### config.mk
export PLATFORM = sky130hd
export DESIGN_NAME = calc_display_rx_flat
export DESIGN_NICKNAME = d
export VERILOG_FILES = /design/src/rtl/calc_display_rx_if.sv /design/src/rtl/calc_display_rx.sv /design/src/flat_wrapper.sv
export SDC_FILE = /design/constraint.sdc
export NUM_CORES = 1
export LEC_CHECK = 0
export ABC_AREA = 1
export CAP_MARGIN = 10
export CELL_PAD_IN_SITES_DETAIL_PLACEMENT = 1
export CELL_PAD_IN_SITES_GLOBAL_PLACEMENT = 1
export CORE_AREA = 4 4 110 112
export DETAILED_ROUTE_END_ITERATION = 12
export DIE_AREA = 0 0 114 116
export GPL_ROUTABILITY_DRIVEN = 0
export HOLD_SLACK_MARGIN = 0.06
export PLACE_DENSITY_LB_ADDON = 0.3
export REMOVE_ABC_BUFFERS = 1
export SLEW_MARGIN = 20
export SYNTH_ARGS = -nofsm -noshare
export SYNTH_HDL_FRONTEND = slang
export SYNTH_SLANG_ARGS = --single-unit
### constraint.sdc
create_clock -name clock -period 2.2 [get_ports clock]
set_input_delay 0.44 -clock clock [delete_from_list [all_inputs] [get_ports clock]]
set_output_delay 0.44 -clock clock [all_outputs]
set_load 0.03 [all_outputs]
### src/rtl/calc_display_rx_if.sv
// rtl/calc_display_rx_if.sv - display-scan link bundle (status/pos/data) from calculator to display receiver
// Ports: status[1:0] link status, pos[3:0] digit position, data[3:0] BCD value.
// master drives the link (calculator side), slave samples it (display receiver).
interface calc_display_rx_if;
    logic [1:0] status;
    logic [3:0] pos;
    logic [3:0] data;

    modport master (output status, pos, data);
    modport slave  (input  status, pos, data);
endinterface

### src/rtl/calc_display_rx.sv
// rtl/calc_display_rx.sv - display-scan receiver: frame assembly, atomic commit, 8-digit 7-segment scan
// Ports:
//   clock       system clock, rising edge
//   reset       synchronous active-low reset
//   link        slave side of the status/pos/data scan link
//   an[7:0]     one-hot digit enables (polarity per ACTIVE_LOW)
//   seg[6:0]    segments {g,f,e,d,c,b,a} of the enabled digit
//   dp          decimal point, held off
//   frame_done  one-cycle pulse when a complete frame is committed
//   frame_drop  one-cycle pulse when a partial frame is discarded
//   err         committed frame was received with error status
module calc_display_rx #(
    parameter int REFRESH_DIV = 50000,
    parameter bit BLANK_LZ    = 1'b1,
    parameter bit ACTIVE_LOW  = 1'b1
) (
    input  logic               clock,
    input  logic               reset,
    calc_display_rx_if.slave   link,
    output logic [7:0]         an,
    output logic [6:0]         seg,
    output logic               dp,
    output logic               frame_done,
    output logic               frame_drop,
    output logic               err
);

    localparam int PW = (REFRESH_DIV > 1) ? $clog2(REFRESH_DIV) : 1;

    logic [7:0][3:0] shadow;
    logic [7:0][3:0] disp;
    logic [7:0][3:0] frame_next;
    logic [7:0]      mask;
    logic            shadow_err;
    logic [PW-1:0]   prescale;
    logic [2:0]      scan_idx;

    logic            beat_ok;
    logic            last_beat;
    logic            commit;
    logic            drop;
    logic [7:0]      lead_zero;
    logic [3:0]      digit;
    logic [6:0]      seg_c;

    // Status 00 (error) and 01 (busy) both carry digits; pos[3] set means out of range.
    assign beat_ok   = (link.status == 2'b00 || link.status == 2'b01) && !link.pos[3];
    assign last_beat = beat_ok && (link.pos[2:0] == 3'd7);
    assign commit    = last_beat && (&mask[6:0]);
    assign drop      = (last_beat && !(&mask[6:0])) || (link.status == 2'b10 && |mask);

    // The committed frame includes the pos-7 beat arriving this cycle.
    always_comb begin
        frame_next    = shadow;
        frame_next[7] = link.data;
    end

    // lead_zero[k]: digit k and every digit above it hold 0.
    always_comb begin
        lead_zero    = '0;
        lead_zero[7] = (disp[7] == 4'd0);
        for (int k = 6; k >= 0; k--) begin
            lead_zero[k] = lead_zero[k+1] && (disp[k] == 4'd0);
        end
    end

    assign digit = disp[scan_idx];

    always_comb begin
        seg_c = 7'h00;
        if (err) begin
            seg_c = 7'h40;
        end else if (!(BLANK_LZ && scan_idx != 3'd0 && lead_zero[scan_idx])) begin
            case (digit)
                4'd0:    seg_c = 7'h3F;
                4'd1:    seg_c = 7'h06;
                4'd2:    seg_c = 7'h5B;
                4'd3:    seg_c = 7'h4F;
                4'd4:    seg_c = 7'h66;
                4'd5:    seg_c = 7'h6D;
                4'd6:    seg_c = 7'h7D;
                4'd7:    seg_c = 7'h07;
                4'd8:    seg_c = 7'h7F;
                4'd9:    seg_c = 7'h6F;
                default: seg_c = 7'h00;
            endcase
        end
    end

    always_ff @(posedge clock) begin
        if (!reset) begin
            shadow     <= '0;
            disp       <= '0;
            mask       <= '0;
            shadow_err <= 1'b0;
            prescale   <= '0;
            scan_idx   <= 3'd0;
            err        <= 1'b0;
            frame_done <= 1'b0;
            frame_drop <= 1'b0;
            an         <= {8{ACTIVE_LOW}};
            seg        <= {7{ACTIVE_LOW}};
            dp         <= ACTIVE_LOW;
        end else begin
            frame_done <= commit;
            frame_drop <= drop;

            if (commit) begin
                disp       <= frame_next;
                err        <= shadow_err || (link.status == 2'b00);
                mask       <= '0;
                shadow_err <= 1'b0;
            end else if (drop) begin
                mask       <= '0;
                shadow_err <= 1'b0;
            end else if (beat_ok) begin
                shadow[link.pos[2:0]] <= link.data;
                mask[link.pos[2:0]]   <= 1'b1;
                if (link.status == 2'b00) begin
                    shadow_err <= 1'b1;
                end
            end

            if (prescale == PW'(REFRESH_DIV - 1)) begin
                prescale <= '0;
                scan_idx <= scan_idx + 3'd1;
            end else begin
                prescale <= prescale + 1'b1;
            end

            // Outputs follow the scan index and buffer as they stood before this edge.
            an  <= ACTIVE_LOW ? ~(8'd1 << scan_idx) : (8'd1 << scan_idx);
            seg <= ACTIVE_LOW ? ~seg_c : seg_c;
            dp  <= ACTIVE_LOW;
        end
    end

endmodule

### src/flat_wrapper.sv
// flat-port wrapper written by rule: the top's interface ports become plain ports
module calc_display_rx_flat 
#(
    parameter int REFRESH_DIV = 50000,
    parameter bit BLANK_LZ    = 1'b1,
    parameter bit ACTIVE_LOW  = 1'b1
)
  (clock, reset, an, seg, dp, frame_done, frame_drop, err, link_status, link_pos, link_data);
  calc_display_rx_if link_i ();
  input  logic clock;
  input  logic reset;
  output logic [7:0] an;
  output logic [6:0] seg;
  output logic dp;
  output logic frame_done;
  output logic frame_drop;
  output logic err;
  input wire logic [$bits(link_i.status)-1:0] link_status;
  input wire logic [$bits(link_i.pos)-1:0] link_pos;
  input wire logic [$bits(link_i.data)-1:0] link_data;
  assign link_i.status = link_status;
  assign link_i.pos = link_pos;
  assign link_i.data = link_data;
  calc_display_rx #(.REFRESH_DIV(REFRESH_DIV), .BLANK_LZ(BLANK_LZ), .ACTIVE_LOW(ACTIVE_LOW)) u_core (.clock(clock), .reset(reset), .link(link_i), .an(an), .seg(seg), .dp(dp), .frame_done(frame_done), .frame_drop(frame_drop), .err(err));
endmodule
==> run_results.csv <==
group,metric,value,unit
worst_setup_path,startpoint,"u_core.scan_idx[1]$_SDFFE_PN0P_",
timing,setup_ws,0.256,ns
floorplanning,row_count,39,
logic_synthesis,synth_top_area_share,45.6,%
global_route,grt_usage,19.1,%
timing,fin_worst_skew,0.00566,ns
logic_synthesis,synth-seq-cells,106,
placed_design,place_inst,775,
logic_synthesis,netlist_area,4650,um^2
worst_setup_path,timing.rr.end,"u_core.seg[6]$_SDFF_PN1_",
cts,cts.sink_count,106,
drt,post-route-drc-count,0,
outcome,status,"finished, final reports clean",
timing,final.period_utilization,88.4,%
worst_setup_path,reg2reg_depth,12,
worst_setup_path,critPathMaxFanout,10,
logic_synthesis,ys.flop_type,"dfxtp_1",
worst_setup_path,critPathMostFrequentCell,"nand2_1",
drt,post_drt_via_cell_ratio,5.14,
worst_setup_path,end_kind,"flip-flop",
placed_design,portBuffers,29,
job,drv_cap,0,
worst_setup_path,rrSetupSlack,0.26,ns
timing,max_slew_margin,64.2,%
power_and_ir_drop,power_leakage,2.17,nW
global_route,gr-total-overflow,0,
placed_design,place_hpwl,8.79,mm
worst_setup_path,path_class,"reg2reg",
cts,cts_tree,"yes",
timing,min_period,1.94,ns
cts,cts_resized,0,
cts,postCtsSetupBuffers,0,
floorplanning,top_level_ports,31,
drt,detail_route.wirelength,11.9,mm
cts,cts_buffers,9,
drt,drt_iter0_drc,261,
cts,root_buffer,"clkbuf_16",
worst_setup_path,crit_chain,"inv_2 -> o211ai_1 -> nand3_1 -> nand2_1 -> inv_1 -> ha_1 -> inv_1 -> nand3_1 -> nand3_1 -> nand2_1 -> nand2_1 -> nand2_1",
layout,layout-drive-gt1-share,10.0,%
logic_synthesis,yosys.area.top_type,"dfxtp_1",
logic_synthesis,synth_cell_types,35,
floorplanning,die_x,114,um
timing,tightest_slew,0.535,ns
drt,vias,4068,
cts,cts_htree_levels,3,
logic_synthesis,seq_area_frac_synth,45.6,%
worst_setup_path,crit_path_top_delay_cell,"dfxtp_1",
logic_synthesis,synth_most_common_cell,"dfxtp_1",
cts,hold_buffers,0,
drt,dr.pass1.iters,4,
global_route,grt_max_degree,56,
layout,syn_to_final_growth,15.4,%
logic_synthesis,syn_inst,617,
layout,layout.nets,667,
timing,final.setup.tns,0,ns
global_route,grt_pass1_vias,4083,
logic_synthesis,synthTopCellsByArea,"dfxtp_1 46%, a21oi_1 6.9%, nand2_1 6.8%",
logic_synthesis,syn_avg_cell_area,7.54,um^2
worst_setup_path,cp-start-kind,"flip-flop",
cts,clk_transition_reported_paths,0.07,ns
layout,post-route-util,47.8,%
cts,insertion_delay,0.35,ns
layout,n_antenna_cell,0,
floorplanning,fp.coreArea,11200,um^2
global_route,antenna_found_initial,0,
worst_setup_path,rr_startpoint,"u_core.scan_idx[1]$_SDFFE_PN0P_",
timing,finalHoldViolCount,0,
min_path,hp-class,"reg2reg",
layout,finalInstanceArea,5370,um^2
layout,stdcell_count,791,
placed_design,post_dp_cell_area,5060,um^2
worst_setup_path,worst-endpoint-arrival,2.19,ns
floorplanning,die_h,116,um
logic_synthesis,postSynth.asyncResetShare,0,%
floorplanning,die_area,13200,um^2
power_and_ir_drop,powerDensity,705,nW/um^2
logic_synthesis,synth-edff-count,0,
logic_synthesis,yosys_warnings,0,
drt,ant_nets,0,
worst_setup_path,cpPeakStageDelay,0.48,ns
worst_setup_path,critPathCapture,"u_core.seg[6]$_SDFF_PN1_",
global_route,grt_first_pass_wirelength,20.3,mm
floorplanning,initial_utilization,41.5,%
timing,fmax,514,MHz
drt,route.detailed.wl_per_inst,15.1,um
timing,rsz0062_at_grt,"no",
timing,finalSetupViolCount,0,
timing,slew_viol_final,0,
worst_setup_path,cp.required,2.44,ns
placed_design,place_ws,0.109,ns
logic_synthesis,synth_common_cells,"106 x dfxtp_1, 84 x nand2_1, 72 x inv_1",
cts,cts_buffer_depth,2,
power_and_ir_drop,ir_drop,0.421,mV
## logic make-up (layout without fill, tap and decap cells)
family	Yosys count	in the layout	share of synthesized area, %
AND/OR/NAND/NOR	250	250	25.7
AO/OA/AOI/OAI	138	138	15.4
buffers and inverters	109	140	9.76
flip-flops	106	106	45.6
adder cells (fa/ha/maj)	12	12	3.23
other	1	1	0.0806
XOR/XNOR	1	1	0.188
## area by class of cell
class | count | area (um^2)
clock buffers | 10 | 239
well taps | 143 | 179
multi-input cells | 402 | 2080
fillers | 1415 | 5850
repair buffers | 41 | 375
flip-flops and latches | 106 | 2120
inverters | 83 | 312
clock inverters | 6 | 65.1
## power by group
part           switching [mW]  internal [mW]
Clock                   0.741          0.917
Sequential             0.0119           1.94
Combinational           0.113         0.0616
## worst min-delay path by stage
stage | startpoint | endpoint | slack (ns) | depth (start not counted)
6_report | u_core.mask[7]$_SDFFE_PP0P_ | u_core.mask[7]$_SDFFE_PP0P_ | 0.44 | 2
3_5_place_dp | u_core.mask[7]$_SDFFE_PP0P_ | u_core.mask[7]$_SDFFE_PP0P_ | 0.43 | 2
3_3_place_gp | u_core.prescale[0]$_SDFF_PP0_ | u_core.prescale[0]$_SDFF_PP0_ | 0.43 | 1
2_1_floorplan | u_core.mask[7]$_SDFFE_PP0P_ | u_core.mask[7]$_SDFFE_PP0P_ | 0.42 | 2
5_1_grt | u_core.mask[7]$_SDFFE_PP0P_ | u_core.mask[7]$_SDFFE_PP0P_ | 0.46 | 2
4_1_cts | u_core.mask[7]$_SDFFE_PP0P_ | u_core.mask[7]$_SDFFE_PP0P_ | 0.44 | 2
## metal layers
metal	track usage, %	routed length (um)	up-vias	part of all wire (%)
met5	0	0	-	0
met4	6.73	185	0	1.5
li1	-	-	2056	-
met2	32.4	5790	56	49
met3	3.19	336	18	2.8
met1	24.7	5630	1938	47
## critical path: cells and delay by family (launching register included)
family,cells,cell delay [ns]
adders and majority gates,1,0.20
DFF,1,0.48
AOI/OAI and AO/OA,1,0.17
and+or+nand+nor,7,0.65
buffers and inverters,3,0.33
## cells in the final DEF, fill, tap and decap left out, types with 3 or more instances in the layout
cell / count
dfxtp_1: 106
nand2_1: 84
inv_1: 72
nor2_1: 71
a21oi_1: 64
o21ai_0: 49
nand3_1: 42
clkdlybuf4s50_1: 28
nand4_1: 19
o21ai_1: 15
ha_1: 12
buf_4: 12
inv_2: 10
clkbuf_16: 9
nand3_2: 7
nand2_2: 7
o211ai_1: 6
nor2_2: 4
nor3_1: 3
o21a_1: 3
nor2_4: 3
## per-stage QoR
step                hold WS (ns)  power, mW
detailed placement         0.431       2.18
finish                     0.442       3.79
floorplan                  0.415       2.08
global placement           0.429       2.17
global route               0.461       3.93
CTS                        0.443       3.83
## registers in the layout, indices dropped and copies added (netlist names), 3 cells and up
name and count:
u_core.seg 7, u_core.an 8, u_core.disp 32, u_core.prescale 16, u_core.mask 8, u_core.scan_idx 3
u_core.frame_next 28
No activity file was read; power rests on OpenSTA's default activity.
==> RTL edit: new RTL, same flow settings <==
`REFRESH_DIV` is set to 50000 in 2 places; all go to 100000.
--- a/src/rtl/calc_display_rx.sv
+++ b/src/rtl/calc_display_rx.sv
@@ -12,3 +12,3 @@
 module calc_display_rx #(
-    parameter int REFRESH_DIV = 50000,
+    parameter int REFRESH_DIV = 100000,
     parameter bit BLANK_LZ    = 1'b1,
--- a/src/flat_wrapper.sv
+++ b/src/flat_wrapper.sv
@@ -3,3 +3,3 @@
 #(
-    parameter int REFRESH_DIV = 50000,
+    parameter int REFRESH_DIV = 100000,
     parameter bit BLANK_LZ    = 1'b1,
Check against the original RTL: same outputs for any inputs over 4 cycles, from zero or initial values and one cycle with reset low; that may be too few to reach the edited logic, so the function may still have changed.
==> RTL edit against the unedited design <==
First-iteration DRC count decreased by 15%; synthesized area increased by 6.4%; setup slack improved by 100 ps; highest routed layer unchanged; combinational power increased by 10%; die area unchanged; wire length increased by 2.0%; critical path depth decreased by 11; critical path type is now reg2out; power increased by 4.7%; via count increased by 2.4%; largest power group unchanged; sequential cell count increased by 1; final area increased by 5.5%; count of clock-buffer cells in the layout unchanged.
==> RTL edit: results (changes against the unedited design) <==
Parameter                              Value

Run status
  Outcome ... completed (unchanged)

Power and ir drop
  Peak supply drop ... 0.348 mV (was 0.421 mV)
  Switching share of power ... 0.226 (was 0.229)
  Power share of the sequential group ... 0.498 (was 0.516)
  Reported leakage power ... 2.24 nW (was 2.17 nW)
  Comb pwr share ... 0.048 (was 0.046)

Routing
  Via/cell ratio ... 5.20 (was 5.14)
  Routed WL per cell ... 15.2 um (was 15.1 um)
  Detailed router's first-iteration violation count ... 222 (was 261)
  Met1 layer wirelength in the final routing ... 5690 um (was 5630 um)
  DR WL met3 ... 266 um (was 336 um)

Place
  Sum of net half-perimeters after detailed placement ... 8890 um (was 8790 um)
  Placement-stage worst setup slack ... 82.5 ps (was 109 ps)
  Dpl cell area ... 0.00533 sq mm (was 0.00506 sq mm)

GRT
  Pin count of the biggest net entering global routing ... 72 (was 56)
  Wire length of the first global-routing pass ... 21,000 um (was 20,300 um)
  Number of global-route vias before repair ... 4,344 (was 4,083)
  All-Layer GR Usage ... 0.199 (was 0.191)

Worst setup path
  Slowest stage cell on the critical path ... sky130_fd_sc_hd__clkdlybuf4s50_1 (was sky130_fd_sc_hd__dfxtp_1)
  CP top delay family ... buffers and inverters (was simple AND/OR/NAND/NOR gates)
  Stage delay of the slowest cell on the critical path ... 680 ps (was 480 ps)
  Highest fanout seen on the critical path ... 3 (was 10)
  Worst EP arrival ... 1400 ps (was 2190 ps)
  Reg-to-reg setup timing slack ... 370 ps (was 260 ps)

Logic synthesis
  Sequential fraction of the synthesis area ... 0.433 (was 0.456)
  Most area-consuming cells after synthesis ... sky130_fd_sc_hd__dfxtp_1 (43%), sky130_fd_sc_hd__nor2_1 (6.5%), sky130_fd_sc_hd__nand2_1 (5.8%) (was sky130_fd_sc_hd__dfxtp_1 (46%), sky130_fd_sc_hd__a21oi_1 (6.9%), sky130_fd_sc_hd__nand2_1 (6.8%))
  Count of warnings emitted by yosys ... 0 (unchanged)
  Library cells used by synthesis ... 42 (was 35)

Timing
  Transition time at the pin with the least slew margin ... 497 ps (was 535 ps)
  Setup skew after layout ... 5.56 ps (was 5.66 ps)
  Final period utilization ... 0.837 (was 0.884)
  Worst hold margin ... 450 ps (was 442 ps)

Layout
  Nets@finish ... 677 (was 667)
  Count of filler cells inserted in the layout ... 1,399 (was 1,415)
  Ratio of cells with drive above 1 in the final layout ... 0.140 (was 0.100)
## RTL edit: cell types whose count changed in the layout (fill, tap and decap cells not counted), sizes merged, moves of 2 or more
cell	change
inv	+5
buf	-3
nand2	-2
xnor2	+2
o21ai	+2
o21a	-3
nand3	-8
nor2	+16
a21oi	-11
nor3	+8
xor2	+3
nand4	-2
## RTL edit: worst paths after layout
| check | from | end | cells after the start |
|---|---|---|---|
| max | u_core.err | err | 1 |
| min | u_core.frame_next[4] | u_core.frame_next[4] | 2 |
| max reg2reg | u_core.scan_idx[1] | u_core.seg[3] | 10 |
| min reg2reg | u_core.frame_next[4] | u_core.frame_next[4] | 2 |
## RTL edit: metal layers
metal | global-route usage | vias to the layer above
li1 | - | 2085
met1 | 0.256 | 2007
met2 | 0.327 | 50
met3 | 0.0292 | 24
met4 | 0.0950 | 0
met5 | 0 | -
## RTL edit: cells by family (layout without fill, tap and decap cells)
group / count (synthesis) / after routing / share of synthesized area
simple gates: 262 / 262 / 0.274
buf+inv: 114 / 141 / 0.106
flops: 107 / 107 / 0.433
other cells: 1 / 1 / 0.000757
compound gates: 129 / 129 / 0.145
xor+xnor: 6 / 6 / 0.0106
fa+ha+maj: 12 / 12 / 0.0303
## RTL edit: through the flow
| step | cells | utilization |
|---|---|---|
| 6_report | 801 | 0.505 |
| 5_1_grt | 801 | 0.505 |
| 4_1_cts | 801 | 0.505 |
| 3_5_place_dp | 785 | 0.475 |
| 3_3_place_gp | 785 | 0.475 |
| 2_1_floorplan | 604 | - |
## RTL edit: layout make-up
| class | instances | area share |
|---|---|---|
| inverters | 87 | 0.0586 |
| clock buffers | 10 | 0.0422 |
| multi-input cells | 410 | 0.403 |
| well taps | 143 | 0.0316 |
| repair buffers | 38 | 0.0689 |
| clock inverters | 6 | 0.0172 |
| flip-flops and latches | 107 | 0.378 |
